### config.mk
export PLATFORM = sky130hd
export DESIGN_NAME = pipe_ctrl_unit
export DESIGN_NICKNAME = d
export VERILOG_FILES = /design/src/rtl/pipe_ctrl_unit.sv
export SDC_FILE = /design/constraint.sdc
export NUM_CORES = 1
export LEC_CHECK = 0
export BUFFER_PORTS_ARGS = -buffer_cell sky130_fd_sc_hd__buf_2
export CORE_MARGIN = 2
export CORE_UTILIZATION = 42
export DETAILED_ROUTE_END_ITERATION = 7
export GPL_TIMING_DRIVEN = 0
export PLACE_DENSITY = 0.69
export SYNTH_ARGS = -nofsm -noshare
export SYNTH_HDL_FRONTEND = slang
export SYNTH_SLANG_ARGS = --single-unit
### constraint.sdc
create_clock -name clk -period 2.4 [get_ports clk]
set_input_delay 0.72 -clock clk [delete_from_list [all_inputs] [get_ports clk]]
set_output_delay 0.72 -clock clk [all_outputs]
set_load 0.03 [all_outputs]
### src/rtl/pipe_ctrl_unit.sv
// Pipelined RV32I main decoder: decodes the D-stage opcode and carries the
// control bundle through ID/EX, EX/MEM and MEM/WB with bubble/flush support.
module pipe_ctrl_unit #(
  parameter int IMMSRC_W = 3,
  parameter int ALUOP_W  = 2,
  parameter int CNT_W    = 32,
  parameter bit EXT_EN   = 1'b1
) (
  input  logic                clk,
  input  logic                rst_n,
  input  logic [6:0]          opcode_d,
  input  logic                valid_d,
  input  logic                stall_d,
  input  logic                flush_e,
  input  logic                zero_e,
  output logic [IMMSRC_W-1:0] immsrc_d,
  output logic                illegal_d,
  output logic                regwrite_e,
  output logic                memwrite_e,
  output logic                branch_e,
  output logic                jump_e,
  output logic                jalr_e,
  output logic                alusrc_e,
  output logic                alusrca_e,
  output logic [1:0]          resultsrc_e,
  output logic [ALUOP_W-1:0]  aluop_e,
  output logic                pcsrc_e,
  output logic                regwrite_m,
  output logic                memwrite_m,
  output logic [1:0]          resultsrc_m,
  output logic                regwrite_w,
  output logic [1:0]          resultsrc_w,
  output logic [CNT_W-1:0]    instret
);

  localparam logic [6:0] OP_R     = 7'b0110011;
  localparam logic [6:0] OP_LW    = 7'b0000011;
  localparam logic [6:0] OP_SW    = 7'b0100011;
  localparam logic [6:0] OP_BR    = 7'b1100011;
  localparam logic [6:0] OP_IALU  = 7'b0010011;
  localparam logic [6:0] OP_JAL   = 7'b1101111;
  localparam logic [6:0] OP_JALR  = 7'b1100111;
  localparam logic [6:0] OP_LUI   = 7'b0110111;
  localparam logic [6:0] OP_AUIPC = 7'b0010111;

  typedef struct packed {
    logic       regwrite;
    logic       memwrite;
    logic       branch;
    logic       jump;
    logic       jalr;
    logic       alusrc;
    logic       alusrca;
    logic [1:0] resultsrc;
    logic [1:0] aluop;
  } ctl_t;

  ctl_t       dec;
  logic [2:0] dec_imm;
  logic       known;

  always_comb begin
    dec     = '0;
    dec_imm = 3'b000;
    known   = 1'b1;
    case (opcode_d)
      OP_R: begin
        dec.regwrite = 1'b1; dec.aluop = 2'b10;
      end
      OP_LW: begin
        dec.alusrc = 1'b1; dec.resultsrc = 2'b01; dec.regwrite = 1'b1;
      end
      OP_SW: begin
        dec.alusrc = 1'b1; dec_imm = 3'b001; dec.memwrite = 1'b1;
      end
      OP_BR: begin
        dec_imm = 3'b010; dec.branch = 1'b1; dec.aluop = 2'b01;
      end
      OP_IALU: begin
        dec.alusrc = 1'b1; dec.regwrite = 1'b1; dec.aluop = 2'b11;
      end
      OP_JAL: begin
        dec.resultsrc = 2'b10; dec_imm = 3'b011; dec.regwrite = 1'b1;
        dec.jump = 1'b1;
      end
      OP_JALR: begin
        if (EXT_EN) begin
          dec.alusrc = 1'b1; dec.resultsrc = 2'b10; dec.regwrite = 1'b1;
          dec.jump = 1'b1; dec.jalr = 1'b1;
        end else begin
          known = 1'b0;
        end
      end
      OP_LUI: begin
        if (EXT_EN) begin
          dec.resultsrc = 2'b11; dec_imm = 3'b100; dec.regwrite = 1'b1;
        end else begin
          known = 1'b0;
        end
      end
      OP_AUIPC: begin
        if (EXT_EN) begin
          dec.alusrc = 1'b1; dec.alusrca = 1'b1; dec_imm = 3'b100;
          dec.regwrite = 1'b1;
        end else begin
          known = 1'b0;
        end
      end
      default: known = 1'b0;
    endcase
  end

  assign immsrc_d  = IMMSRC_W'(dec_imm);
  assign illegal_d = valid_d & ~known;

  ctl_t       e_q;
  logic       valid_e, valid_m, valid_w;
  logic       regwrite_mq, memwrite_mq, regwrite_wq;
  logic [1:0] resultsrc_mq, resultsrc_wq;

  // Reset, stall and flush all collapse into a single bubble in E.
  always_ff @(posedge clk) begin
    if (!rst_n || stall_d || flush_e) begin
      e_q     <= '0;
      valid_e <= 1'b0;
    end else begin
      e_q     <= dec;
      valid_e <= valid_d & known;
    end
  end

  always_ff @(posedge clk) begin
    if (!rst_n) begin
      valid_m      <= 1'b0;
      regwrite_mq  <= 1'b0;
      memwrite_mq  <= 1'b0;
      resultsrc_mq <= 2'b00;
      valid_w      <= 1'b0;
      regwrite_wq  <= 1'b0;
      resultsrc_wq <= 2'b00;
      instret      <= '0;
    end else begin
      valid_m      <= valid_e;
      regwrite_mq  <= regwrite_e;
      memwrite_mq  <= memwrite_e;
      resultsrc_mq <= resultsrc_e;
      valid_w      <= valid_m;
      regwrite_wq  <= regwrite_m;
      resultsrc_wq <= resultsrc_m;
      if (valid_w) instret <= instret + CNT_W'(1);
    end
  end

  assign regwrite_e  = valid_e & e_q.regwrite;
  assign memwrite_e  = valid_e & e_q.memwrite;
  assign branch_e    = valid_e & e_q.branch;
  assign jump_e      = valid_e & e_q.jump;
  assign jalr_e      = valid_e & e_q.jalr;
  assign alusrc_e    = valid_e & e_q.alusrc;
  assign alusrca_e   = valid_e & e_q.alusrca;
  assign resultsrc_e = valid_e ? e_q.resultsrc : 2'b00;
  assign aluop_e     = valid_e ? ALUOP_W'(e_q.aluop) : '0;
  assign pcsrc_e     = valid_e & ((e_q.branch & zero_e) | e_q.jump);

  assign regwrite_m  = valid_m & regwrite_mq;
  assign memwrite_m  = valid_m & memwrite_mq;
  assign resultsrc_m = valid_m ? resultsrc_mq : 2'b00;
  assign regwrite_w  = valid_w & regwrite_wq;
  assign resultsrc_w = valid_w ? resultsrc_wq : 2'b00;

endmodule
# After elaboration in Yosys (flattened, before gate mapping)
# Index checks and enable logic that the tools add are counted.
word_totals:
  register_bits: 53
  latch_bits: 0
  ramBits: 0
  mem_bits_ro: 0
  input_bits: 13
  out_inout_bits: 55
  word_cells: 67
  mem_count: 0
op_classes:
  addsub: 1
  mul: 0
  n_div: 0
  n_lt_le_gt_ge: 0
  eq_ne: 9
  shifts: 0
  muxes: 15
  bitwise_logic: 16
  n_reduce_logical: 8
ops:
  columns: ["cell", "n"]
  rows:
  - ["$add A32 B1 Y32 const B", 1]
  - ["$eq A7 B6 Y1 const B", 3]
  - ["$eq A7 B7 Y1 const B", 3]
  - ["$and A1 B1 Y1", 14]
  - ["$eq A7 B5 Y1 const B", 2]
  - ["$pmux W2 S3", 2]
  - ["$pmux W3 S4", 1]
  - ["$reduce_or A9 Y1", 1]
  - ["$mux W1", 8]
  - ["$mux W2", 4]
  - ["$eq A7 B2 Y1 const B", 1]
  - ["$reduce_or A7 Y1", 1]
  - ["$reduce_or A5 Y1", 1]
  - ["$reduce_or A2 Y1", 2]
  - ["$logic_or A1 B1 Y1", 2]
  - ["$logic_not A1 Y1", 1]
  - ["$not A1 Y1", 1]
  - ["$or A1 B1 Y1", 1]

# Longest topological paths before layout
# Gate-level depths: netlist of the first run.
depth:
  depth_word: 5
  mapped_depth: 6
  mapped_depth_nobuf: 5

# Worst setup path before layout of the first run
# Ideal clock, no wire load.
synth_path:
  kind: "in2out"
  from: "input port opcode_d[2]"
  to: "output port immsrc_d[0]"
  t_arrival_ns: 2.193
  required_ns: 1.680
  setup_slack_ns: -0.513
  cell_stages: 4
  cell_sequence: "clkbuf_1 -> inv_1 -> or3_1 -> o21ai_0"
synth_via:
  elab_chain_cells: 3
  word_cells_on_any_way: 7
synth_lines:
  columns: ["element", "line", "text"]
  rows:
  - ["start, declared", "11", "input logic [6:0] opcode_d,"]
  - ["$eq A7 B5 Y1 / $eq A7 B6 Y1 (equally long branches)", "66", "case (opcode_d)"]
  - ["$reduce_or A2 Y1 (no source line)", null, null]
  - ["$pmux W3 S4 (*)", "66", null]
  - ["end, declared", "16", "output logic [IMMSRC_W-1:0] immsrc_d,"]
# Mark *: on every way between the ends. The rest lies on a longest branch, timed or not.

# Worst setup path in the final report of the first run
layout_path:
  from: "input port opcode_d[4]"
  to: "output port immsrc_d[0]"
# Same word-level chain as after synthesis.

==> flow_summary.ini, run 1 <==
[run]
cap_violations = 0

[floorplanning]
coreArea_sq_um = 5540
die_w_um = 80
die_h_um = 80
initial_utilization = 0.438
rows = 27
ios = 68
dieArea_sq_um = 6400

[logic_synthesis]
synth_seq_cells = 53
synth-main-ff-cell = dfxtp_1
synth_cell_type_count = 40
syn_area_per_cell_sq_um = 8.79
synth_area_leader_cell = dfxtp_1
yosys_warnings = 0
synth.cell_area_sq_um = 2430
synth_top_area_frac = 0.437
yosysSeqAreaShare = 0.437
synth_fp_nets = 290
ys_async_sr_fraction = 0
synth_edf_count = 0
ys_top_cells_by_count = dfxtp_1 (53), and2_1 (24), nand2_1 (22)
ys_top_cells_by_area = dfxtp_1 (44%), and2_1 (6.2%), a21oi_1 (3.9%)
syn-instance-count = 276
synth_most_common_cell = dfxtp_1

[sta]
rsz0062_at_grt = true
finClkSkew_ns = 0.0122
hold_slack_ns = 0.480
setup_viol = 0
period_minus_slack_ns = 2.38
hold_violations = 0
tns_ns = 0
max_freq_ghz = 0.419
min_period_over_period = 0.993
finalMaxSlewViolations = 0
tightest_slew_ns = 0.474
max_slew_margin = 0.684

[detailed_routing]
drt-vias-per-instance = 5.34
wl_per_cell_um = 13.0
drt_pre_antenna_iters = 4
drcViolationCount = 0
num_vias = 2297
ant_nets = 0
wl_mm = 5.60
dr.first_iter.drc_count = 49

[placed_design]
gp_congestion = 0.799
dp.cells = 413
port_buffers = 65
post-dp-hpwl_mm = 4.01
placed_area_sq_um = 2870

[worst_setup_path]
crit_buf_inv = 2
critPathKind = input pin to output port
path_delay_family = simple AND/OR/NAND/NOR gates
startpoint_type = input pin
setup.worst_path.end_class = output port
slowest_delay_ns = 0.38
cp_slowest_cell = or3_4
path_cells = buf_12 -> nor2b_4 -> nand2_2 -> or3_4 -> o21ai_4 -> buf_6
path_max_fanout = 7
reg2regPathDepth = 6
cp.arrival_ns = 1.66
cp.depth = 6
crit_required_ns = 1.68

[power_and_ir_drop]
power.switching_w = 0.000348
p_seq_frac = 0.548
leakagePower_nw = 1.37
switching_share = 0.217
p_comb_frac = 0.057
p_int_w = 0.00126
power_density_nw_per_um2 = 508
peakVddDrop_mv = 0.263
power_frac_clock = 0.396

[finish]
instances_no_fill = 430
synthToLayoutAreaGrowth_pct = 30.4
utilization = 0.571
regArea_sq_um = 1060
fin_area_sq_um = 3160
layout-drive-gt1-share = 0.313
nFillCells = 548
fin_nets = 371
diodes = 0
multi_input_area_sq_um = 1350

[clocking]
clockBufferDepth = 2
holdBufCountCts = 0
htree_num_levels = 2
cts_buffers = 5
clock_latency_ns = 0.31
cts.sink_count = 53
cts_tree = built
clockRootBuffer = clkbuf_8
clk_pin_slew_worst_paths_ns = 0.09

[grt]
first_global_vias = 1963
use_met1 = 0.216
grt_pass1_wl_mm = 9.05
top_usage_layer = met2
overflow = 0
grt_util_met2 = 0.313
grt_start_max_net_pins = 17
grt_use_met3 = 0.0498
antenna_found_initial = 0
grt_usage = 0.180

[min_path]
hold_class = register to register
whs_path_depth = 1

[run_status]
status = completed
-- sequential cells by signal, indices dropped and copies added, names as in the netlist --
| name | cells |
|---|---|
| e_q | 11 |
| instret | 32 |
| memwrite_mq | 1 |
| regwrite_mq | 1 |
| regwrite_wq | 1 |
| resultsrc_mq | 2 |
| resultsrc_wq | 2 |
| valid_e | 1 |
| valid_m | 1 |
| valid_w | 1 |
-- per-stage QoR --
stage	setup WS [ns]	power [W]
floorplan	-0.0402	0.000937
global placement	-0.427	0.000960
detailed placement	-0.437	0.000962
CTS	-0.0376	0.00160
global route	-0.0133	0.00167
finish	0.0159	0.00161
-- layout by cell type, fill, tap and decap left out, types with 11 or more instances in the layout --
cell | Yosys | final
buf_4 | 2 | 11
and3_1 | 13 | 13
a21oi_1 | 19 | 19
and2_1 | 24 | 23
buf_2 | 4 | 65
nand3_1 | 11 | 11
nand2_1 | 22 | 20
dfxtp_1 | 53 | 53
nor2_1 | 19 | 19
or4_1 | 12 | 12
o31ai_1 | 12 | 12
-- cell type report --
type	instances	area share
Inverter	7	0.00830
Multi-Input combinational cell	201	0.425
Clock inverter	2	0.0119
Tap cell	72	0.0285
Clock buffer	6	0.0261
Sequential cell	53	0.335
Timing Repair Buffer	74	0.137
Buffer	15	0.0277
-- power groups by stage --
stage               clock [W]  sequential (W)  combinational, W
floorplan                   0        0.000900         0.0000368
global placement            0        0.000900         0.0000602
detailed placement          0        0.000900         0.0000619
CTS                  0.000644        0.000880         0.0000785
global route         0.000696        0.000880         0.0000991
finish               0.000636        0.000879         0.0000913
-- what timing repair did --
action	in CTS	in global routing
buffers inserted	5	4
endpoints found under the setup margin	2	3
resized for setup	20	10
pin swaps	3	4
-- path summary, 6_finish.rpt --
kind,slack [ns],end,start
worst min-delay path,0.48,resultsrc_mq[0]$_SDFF_PN0_,e_q[2]$_SDFF_PP0_
worst max register to register,0.59,instret[30]$_SDFFE_PN0P_,instret[0]$_SDFFE_PN0P_
worst min register to register,0.48,resultsrc_mq[0]$_SDFF_PN0_,e_q[2]$_SDFF_PP0_
worst max-delay path,0.02,immsrc_d[0],opcode_d[4]
-- kinds of logic after synthesis --
group                    after synthesis  synth area share
buffers and inverters                 22            0.0423
AND/OR/NAND/NOR                      143             0.349
multiplexers                           5            0.0206
AO/OA/AOI/OAI                         38            0.0949
flip-flops                            53             0.437
adder cells (fa/ha/maj)                1           0.00516
XOR/XNOR                              14            0.0505
-- routing by layer --
layer | up-vias | wire (um)
li1 | 1137 | -
met4 | 0 | 93
met2 | 65 | 2680
met5 | - | 0
met3 | 11 | 324
met1 | 1084 | 2510
No activity file was read; power rests on OpenSTA's default activity.
==> run 2, diff against run 1 <==
--- a/config.mk
+++ b/config.mk
@@ -8,8 +8,9 @@
 export BUFFER_PORTS_ARGS = -buffer_cell sky130_fd_sc_hd__buf_2
 export CORE_MARGIN = 2
 export CORE_UTILIZATION = 42
+export CTS_CLUSTER_DIAMETER = 150
 export DETAILED_ROUTE_END_ITERATION = 7
-export GPL_TIMING_DRIVEN = 0
+export HOLD_SLACK_MARGIN = 0.03
 export PLACE_DENSITY = 0.69
 export SYNTH_ARGS = -nofsm -noshare
 export SYNTH_HDL_FRONTEND = slang
==> flow_summary.ini, run 2 (synthesized netlist as in run 1, its figures left out) <==
[placed_design]
gp_congestion = 0.826
port_buffers = 67
post-dp-hpwl_mm = 4.03
placed_area_sq_um = 2920
post-place-ws_ns = -0.113

[worst_setup_path]
crit_path_start = opcode_d[5]
setup.worst_path.end_class = output port
slowest_delay_ns = 0.20
reg2regPathDepth = 4
r2r_end = instret[30]$_SDFFE_PN0P_
crit_buf_inv = 3
crit_path_end = illegal_d
path_delay_family = buffers and inverters
crit_required_ns = 1.68
critPathKind = input pin to output port
crit_top_cell = buf_4
path_cells = buf_6 -> buf_4 -> nand2b_4 -> a221oi_2 -> o21ai_1 -> and2_1 -> buf_4
cp.depth = 7
reg2reg_slack_ns = 0.53
path_max_fanout = 6
reg2reg_from = instret[20]$_SDFFE_PN0P_
startpoint_type = input pin
cp_slowest_cell = a221oi_2
cp.arrival_ns = 1.65

[power_and_ir_drop]
switching_share = 0.233
p_seq_frac = 0.600
power_density_nw_per_um2 = 478
power.switching_w = 0.000341
p_comb_frac = 0.058
peakVddDrop_mv = 0.326
power_frac_clock = 0.342
p_int_w = 0.00112
leakagePower_nw = 1.34
total_power_w = 0.00147

[min_path]
hold_class = register to register

[clocking]
clk_pin_slew_worst_paths_ns = 0.09
cts.sink_count = 53
cts_tree = built
htree_num_levels = 2
clockRootBuffer = clkbuf_8
clockBufferDepth = 2
holdBufCountCts = 0
clock_latency_ns = 0.31
cts_buffers = 5

[finish]
reg_top3 = instret: 32 flops, e_q: 11 flops
utilization = 0.554
diodes = 0
multi_input_area_sq_um = 1320
final_common_cell = buf_2
fin_area_sq_um = 3070
synthToLayoutAreaGrowth_pct = 26.4
mostFrequentLayoutCells = buf_2 (62), dfxtp_1 (53), and2_1 (24)
nFillCells = 521
layout-drive-gt1-share = 0.307
largest-register = instret
largest_reg_flops = 32
fin_nets = 365
regArea_sq_um = 1060

[sta]
setup_viol = 0
period_minus_slack_ns = 2.37
finClkSkew_ns = 0.00634
tightest_slew_ns = 0.413
max_freq_ghz = 0.423
min_period_over_period = 0.985
rsz0062_at_grt = true
max_slew_margin = 0.722
finalMaxSlewViolations = 0
worst_slack_ns = 0.0349
hold_violations = 0

[floorplanning]
coreArea_sq_um = 5540
ios = 68
rows = 27
initial_utilization = 0.438
die_w_um = 80
die_h_um = 80
dieArea_sq_um = 6400

[detailed_routing]
drt_pre_antenna_iters = 5
num_vias = 2266
wl_mm = 5.45
dr.first_iter.drc_count = 85
drt-vias-per-instance = 5.34
ant_nets = 0
drcViolationCount = 0
wl_per_cell_um = 12.9

[run]
cap_violations = 0

[grt]
overflow = 0
grt_pass1_wl_mm = 9.17
antenna_found_initial = 0
grt_usage = 0.179
first_global_vias = 2052
grt_start_max_net_pins = 30

[run_status]
status = completed
-- run 2: changes by cell type in the layout (fill, tap and decap cells not counted), moves of 2 or more --
cell,before,now
buf_2,65,62
buf_4,11,18
clkbuf_1,5,0
clkbuf_8,7,5
nor4_4,2,0
-- run 2: stage by stage --
stage          instances  hold slack (ns)  setup TNS, ns
2_1_floorplan        276            0.452        -0.0402
3_3_place_gp         416            0.459         -0.138
3_5_place_dp         416            0.462         -0.210
4_1_cts              424            0.485       -0.00249
5_1_grt              424            0.501        -0.0189
6_report             424            0.482              0
-- run 2: power by group through the flow --
| stage | clock [W] | sequential, W | combinational (W) |
|---|---|---|---|
| floorplan | 0 | 0.000900 | 0.0000368 |
| global placement | 0 | 0.000900 | 0.0000737 |
| detailed placement | 0 | 0.000900 | 0.0000748 |
| CTS | 0.000520 | 0.000880 | 0.0000815 |
| global route | 0.000559 | 0.000880 | 0.0000918 |
| finish | 0.000501 | 0.000880 | 0.0000850 |
-- run 2: worst reg2reg max path: stages, from the launching register on --
cell and delay [ns]:
dfxtp_1 0.43, and4_1 0.27, nand4_1 0.37, or4_1 0.59, a21oi_1 0.15
-- run 2: area by class of cell --
type                            count  share of cell area
Clock inverter                      3             0.00694
Multi-Input combinational cell    201               0.429
Clock buffer                        5              0.0224
Tap cell                           72              0.0294
Sequential cell                    53               0.346
Inverter                            7             0.00857
Timing Repair Buffer               83               0.157
-- run 2: worst min-delay path by stage --
| stage | startpoint | depth (start not counted) | to | slack (ns) |
|---|---|---|---|---|
| 2_1_floorplan | e_q[2]$_SDFF_PP0_ | 1 | resultsrc_mq[0]$_SDFF_PN0_ | 0.45 |
| 3_3_place_gp | instret[31]$_SDFFE_PN0P_ | 2 | instret[31]$_SDFFE_PN0P_ | 0.46 |
| 3_5_place_dp | e_q[3]$_SDFF_PP0_ | 1 | resultsrc_mq[1]$_SDFF_PN0_ | 0.46 |
| 4_1_cts | e_q[3]$_SDFF_PP0_ | 1 | resultsrc_mq[1]$_SDFF_PN0_ | 0.49 |
| 5_1_grt | instret[31]$_SDFFE_PN0P_ | 2 | instret[31]$_SDFFE_PN0P_ | 0.50 |
| 6_report | e_q[3]$_SDFF_PP0_ | 1 | resultsrc_mq[1]$_SDFF_PN0_ | 0.48 |
-- run 2: layer usage --
layer / part of all wire / vias to the layer above / GRT usage
li1: - / 1123 / -
met1: 0.43 / 1074 / 0.214
met2: 0.51 / 62 / 0.313
met3: 0.054 / 7 / 0.0430
met4: 0.011 / 0 / 0.0610
met5: 0 / - / 0
-- run 2: timing repair --
action | 4_1_cts | 5_1_grt
endpoints found under the setup margin | 2 | 3
setup buffers | 0 | 0
resized for setup | 11 | 5
pin swaps | 3 | 2
